**src/rtl/prog_loader.sv**
```systemverilog
// Byte-stream program loader: receives LEN, N data bytes and CSUM, writes the data
// bytes into program RAM from BASE_ADDR and holds the CPU off while loading or failed.
module prog_loader #(
  parameter logic [7:0] BASE_ADDR     = 8'h00,
  parameter bit         HOLD_AT_RESET = 1'b1
) (
  input  logic       clk,
  input  logic       rst_n,
  input  logic       start,
  input  logic [7:0] in_data,
  input  logic       in_valid,
  output logic       in_ready,
  output logic       ram_we,
  output logic [7:0] ram_addr,
  output logic [7:0] ram_wdata,
  output logic       cpu_hold,
  output logic       busy,
  output logic       done,
  output logic       err
);

  typedef enum logic [2:0] {
    S_IDLE, S_LEN, S_DATA, S_CSUM, S_DONE, S_ERR
  } state_t;

  state_t     state_q, state_d;
  logic [8:0] count_q;   // data bytes still expected; 9 bits so LEN=0 can mean 256
  logic [7:0] sum_q;
  logic [7:0] offset_q;
  logic       accept;
  logic       hold_d;

  assign busy     = (state_q == S_LEN) || (state_q == S_DATA) || (state_q == S_CSUM);
  assign in_ready = busy;
  assign done     = (state_q == S_DONE);
  assign err      = (state_q == S_ERR);
  assign accept   = in_valid && in_ready;

  always_comb begin
    // NOTE: every signal gets a default first so no path leaves it unassigned (no latch).
    state_d = state_q;
    case (state_q)
      S_IDLE, S_DONE, S_ERR: if (start) state_d = S_LEN;
      S_LEN:  if (accept) state_d = S_DATA;
      S_DATA: if (accept && count_q == 9'd1) state_d = S_CSUM;
      S_CSUM: if (accept) state_d = (in_data == sum_q) ? S_DONE : S_ERR;
      default: state_d = S_IDLE;
    endcase
    // A failed load keeps the CPU held until a good reload.
    hold_d = (state_d == S_LEN) || (state_d == S_DATA) ||
             (state_d == S_CSUM) || (state_d == S_ERR);
  end

  // NOTE: sequential state uses non-blocking assignments so every register samples pre-edge values.
  always_ff @(posedge clk) begin
    if (!rst_n) begin
      state_q   <= S_IDLE;
      count_q   <= '0;
      sum_q     <= '0;
      offset_q  <= '0;
      ram_we    <= 1'b0;
      ram_addr  <= BASE_ADDR;
      ram_wdata <= '0;
      cpu_hold  <= HOLD_AT_RESET;
    end else begin
      state_q  <= state_d;
      cpu_hold <= hold_d;
      ram_we   <= 1'b0;
      case (state_q)
        S_IDLE, S_DONE, S_ERR: begin
          if (start) begin
            count_q  <= '0;
            sum_q    <= '0;
            offset_q <= '0;
          end
        end
        S_LEN: begin
          if (accept) count_q <= (in_data == 8'd0) ? 9'd256 : {1'b0, in_data};
        end
        S_DATA: begin
          if (accept) begin
            ram_we    <= 1'b1;
            ram_addr  <= BASE_ADDR + offset_q;
            ram_wdata <= in_data;
            sum_q     <= sum_q + in_data;
            offset_q  <= offset_q + 8'd1;
            count_q   <= count_q - 9'd1;
          end
        end
        default: ;
      endcase
    end
  end

endmodule

```
**config.mk**
```make
export PLATFORM = sky130hd
export DESIGN_NAME = prog_loader
export DESIGN_NICKNAME = d
export VERILOG_FILES = /design/src/rtl/prog_loader.sv
export SDC_FILE = /design/constraint.sdc
export NUM_CORES = 1
export LEC_CHECK = 0
export CORE_ASPECT_RATIO = 0.9
export CORE_UTILIZATION = 36
export CTS_CLUSTER_DIAMETER = 60
export DETAILED_ROUTE_END_ITERATION = 6
export MAX_ROUTING_LAYER = met4
export PLACE_DENSITY = 0.64
export SKIP_CTS_REPAIR_TIMING = 1
export SLEW_MARGIN = 20
export SYNTH_ARGS = -nofsm -noshare
export SYNTH_HDL_FRONTEND = slang
export SYNTH_SLANG_ARGS = --single-unit
```
**constraint.sdc**
```tcl
create_clock -name clk -period 2.1 [get_ports clk]
set_input_delay 0.42 -clock clk [delete_from_list [all_inputs] [get_ports clk]]
set_output_delay 0.42 -clock clk [all_outputs]
set_load 0.02 [all_outputs]
```
## Word-level counts from Yosys, hierarchy flattened

Cells that the tools add are included.

| word-level totals | value |
|---|---|
| bits in registers | 46 |
| input bits | 12 |
| logic and storage cells | 58 |

| operators by class | value |
|---|---|
| add/subtract/negate cells | 3 |
| reductions and logical operators | 16 |
| equal/unequal tests | 14 |
| muxes and demuxes | 17 |

Operators with widths:

| cell | count |
|---|---|
| $mux 9 | 4 |
| $pmux 8 s2 | 2 |
| $pmux 9 s3 | 1 |
| $mux 8 | 3 |
| $eq 3x2->1 const B | 4 |
| $mux 3 | 4 |
| $pmux 3 s4 | 1 |
| $eq 3x3->1 const B | 3 |
| $eq 9x1->1 const B | 1 |
| $sub 9x1->9 const B | 1 |
| $add 8x1->8 const B | 1 |
| $add 8x8->8 | 1 |
| $eq 8x8->1 | 1 |
| $logic_not 8->1 | 1 |
| $eq 3x1->1 const B | 2 |
| $ne 2x2->1 const B | 3 |
| $logic_or 1x1->1 | 5 |
| $reduce_and 2->1 | 2 |
| $reduce_and 4->1 | 1 |
| $logic_not 3->1 | 1 |
| $reduce_and 3->1 | 1 |
| $reduce_bool 3->1 | 1 |
| $reduce_or 3->1 | 1 |
| $logic_and 1x1->1 | 2 |
| 2 further kinds | 3 |

## Logic depth before layout (Yosys ltp)

| logic depth | value |
|---|---|
| depth in word-level cells | 11 |
| mapped depth | 7 |
| depth with buffers taken out | 7 |

## Worst setup path before layout

No wires, ideal clock.

| path | value |
|---|---|
| path kind | in2reg |
| start | input in_data[1] |
| end | register sum_q[7] |
| data arrival time | 1.785 ns |
| data required time | 2.038 ns |
| path buffers | 0 |
| stages | 6 |
| setup time | 0.062 ns |
| setup slack | 0.253 ns |
| path through | ha_1 > a211oi_1 > o211ai_1 > and3_1 > or4_1 > nand3_1 |

| on the way | value |
|---|---|
| word-level cells in the longest chain between the ends | 3 |

Ends and longest elaborated chain:

| what | line | text |
|---|---|---|
| start, declared | 10 | `input logic [7:0] in_data,` |
| $add 8x8->8 | 85 | `sum_q <= sum_q + in_data;` |
| $mux 8 | 81 | `if (accept) begin` |
| $pmux 8 s2 | 69 | `case (state_q)` |
| end signal, assigned | 85 |  |
| end, declared | 28 | `logic [7:0] sum_q;` |

Every way passes these cells. The select of a mux whose other input is x is not followed.
A chain may end at the register's enable or synchronous reset.

## Worst setup path in the final report

| path | value |
|---|---|
| start | input in_data[0] |
| end | register sum_q[6] |

Same word-level chain as after synthesis.

==> impl_metrics.toml <==
[outcome]
status = "finished clean"

[power]
total_power_w = 0.00200
ir_drop_mv = 0.383
power_density_nw_per_um2 = 635
p_leak_nw = 1.22

[die]
die_area_um2 = 6920
core_area_um2 = 6250
num_rows = 27
die_h_um = 79.0
die_w_um = 87.6
io_pins = 34
floorplan.initialDensity_pct = 38.0

[setup_path]
cp-end-kind = "register"
critical_path_class = "in2reg"
path_cells = "clkdlybuf4s50_1, ha_1, fa_1, a21oi_2, o31ai_1, a21oi_1, xor2_1, o21ai_0"
r2r_cells = 6
startpoint_type = "primary input"
regToRegEndpoint = "sum_q[7]"
startpoint = "in_data[0]"
path_max_fanout = 3
crit_slowest_cell = "clkdlybuf4s50_1"
critical-path-top-delay-family = "adder cells"
cp_num_cells = 8
rr_startpoint = "sum_q[1]"
critical-path-max-stage-delay_ns = 0.44
crit_required_ns = 2.30
path_buf_inv = 1
critPathCapture = "sum_q[6]"
reg2reg_slack_ns = 0.28
worstPathArrival_ns = 2.27

[timing]
fmax_ghz = 0.483
fin_skew_ns = 0.00341
period_minus_slack_ns = 2.07
final-hold-violation-count = 0
worst_pin_slew_ns = 0.534
timing.final.crit_share_pct = 98.7
drv_slew = 0
fin_setup_tns_ns = 0
rsz0062_at_grt = "yes"
setup_viol = 0
maxSlewHeadroom_pct = 64.3

[yosys]
synth_top_area_share_pct = 38.8
async_reset_ff_share_pct = 0
yosys_warnings = 0
synthesis.area_um2 = 2370
avgSynthCellArea_um2 = 8.51
syn_nets = 302
yosys_register_bits = 46
synth_area_leader_cell = "dfxtp_1"
synth_flop_cell = "dfxtp_1"
yosysSeqAreaShare_pct = 38.8
synthDistinctLibCells = 50
syn_inst = 279
ys_top_cells_by_area = "dfxtp_1 (39%), nand2_1 (7.6%), a21boi_0 (5.7%)"
synth_edf_count = 0

[clock_tree]
cts_root_buf = "clkbuf_8"
clock_sink_count = 46
clkTransAtPathRegs_ns = 0.09
cts_tree = "yes"
clockBufferDepth = 2
clk-insertion-delay-late_ns = 0.30
htree_num_levels = 2
numCtsBuffers = 5

[global_route]
grt_max_degree = 23
grt_pass1_wl_um = 9860
overflow = 0
grt_pass1_vias = 2044
grt_usage_pct = 18.9
antenna_found_initial = 0

[routing]
drc_errors = 0
route.vias.total = 2168
drtIter0Drc = 103
firstDrtPassIters = 4
ant_nets = 0
drt-total-wl_um = 5880
wire_per_inst_um = 13.7
viasPerCell = 5.07

[worst_hold_path]
worstHoldStart = "ram_addr[0]"
holdCritPathClass = "reg2reg"

[job]
maxCapViolations = 0

[layout]
drive_above_1_share_pct = 15.0
nets = 363
n_antenna_cell = 0
synthToLayoutAreaGrowth_pct = 32.7
fillers = 595

[place]
portBuffers = 33
gp_congestion = 0.909
hpwl_um = 4340
## synthesized netlist by cell type, types with 3 or more instances
library cell	count
nand3b_1	4
a21boi_1	4
clkbuf_1	5
xnor2_1	7
nand3_1	5
nand2_1	48
nor2_1	19
buf_2	3
inv_1	8
nand2b_1	6
o21a_1	3
and2_1	3
xor2_1	5
or3_1	4
nor2b_1	3
o211ai_1	5
dfxtp_1	46
a22o_1	6
o21ai_0	14
nor4_1	5
a21oi_1	13
a21boi_0	18
and3_1	3
ha_1	10
## flip-flops by register name, summed over array words and instances (netlist names)
signal	count
sum_q	8
ram_addr	8
ram_we	1
cpu_hold	1
state_q	3
count_q	9
ram_wdata	8
offset_q	8
## power by group
group / total (W) / internal, W / switching [W]
clock: 0.000665 / 0.000351 / 0.000314
combinational: 0.000410 / 0.000194 / 0.000217
sequential: 0.000926 / 0.000900 / 0.0000266
## through the flow
step / setup slack [ns] / hold WS (ns) / instance area, µm² / utilization, % / std cells
finish: 0.0281 / 0.463 / 3150 / 50.4 / 428
global route: -0.0363 / 0.487 / 3150 / 50.4 / 428
CTS: -0.142 / 0.468 / 3110 / 49.7 / 428
detailed placement: -0.316 / 0.455 / 3000 / 47.9 / 420
global placement: -0.304 / 0.451 / 3000 / 47.9 / 420
floorplan: 0.253 / 0.429 / 2370 / - / 279
## routing by layer
metal	GRT usage, %	vias up	part of all wire, %
met4	4.92	0	0.68
met1	27.0	1012	51
met5	-	-	0
li1	-	1106	-
met3	3.12	5	3.4
met2	27.5	45	45
## cell usage in the layout (no fill, tap or decap), drive strengths merged, types with 6 or more instances in the layout
cell,Yosys,layout
a21boi,22,22
a21oi,14,14
a22o,6,6
buf,5,31
clkdlybuf4s50,0,31
dfxtp,46,46
ha,10,10
inv,8,8
nand2,49,49
nand2b,6,6
nor2,20,20
o21ai,15,15
xnor2,7,7
## how the worst min path moves through the flow
stage,to,depth (start not counted)
global placement,ram_addr[3],2
global route,ram_addr[0],2
CTS,ram_addr[0],2
detailed placement,ram_addr[0],2
floorplan,sum_q[3],2
finish,ram_addr[0],2
## worst register-to-register path, cell delays in order (launching register included)
cell      delay (ns)
dfxtp_1         0.42
ha_4            0.25
a211oi_4        0.24
o211ai_1        0.12
and3_1          0.20
or4_1           0.46
nand3_1         0.07
## cell type report
type                       count  area (µm²)  share of cell area [%]
tap                           87         109                    3.46
clock buffer                   5        68.8                    2.18
timing repair buffer          64         568                    18.0
inverter                       8        30.0                   0.953
sequential                    46         926                    29.4
multi-input combinational    215        1410                    44.7
clock inverter                 3        40.0                    1.27
## logic make-up (layout without fill, tap and decap cells)
family	count (synthesis)	after routing	share of synthesized area (%)
xor gates and xnor gates	12	12	4.43
and+or+nand+nor	110	110	23.0
muxes	1	1	0.422
buffers and inverters	18	80	3.32
AOI/OAI and AO/OA	81	81	23.9
DFF	46	46	38.8
adders and majority gates	11	11	6.11
No activity file was read; power rests on OpenSTA's default activity.
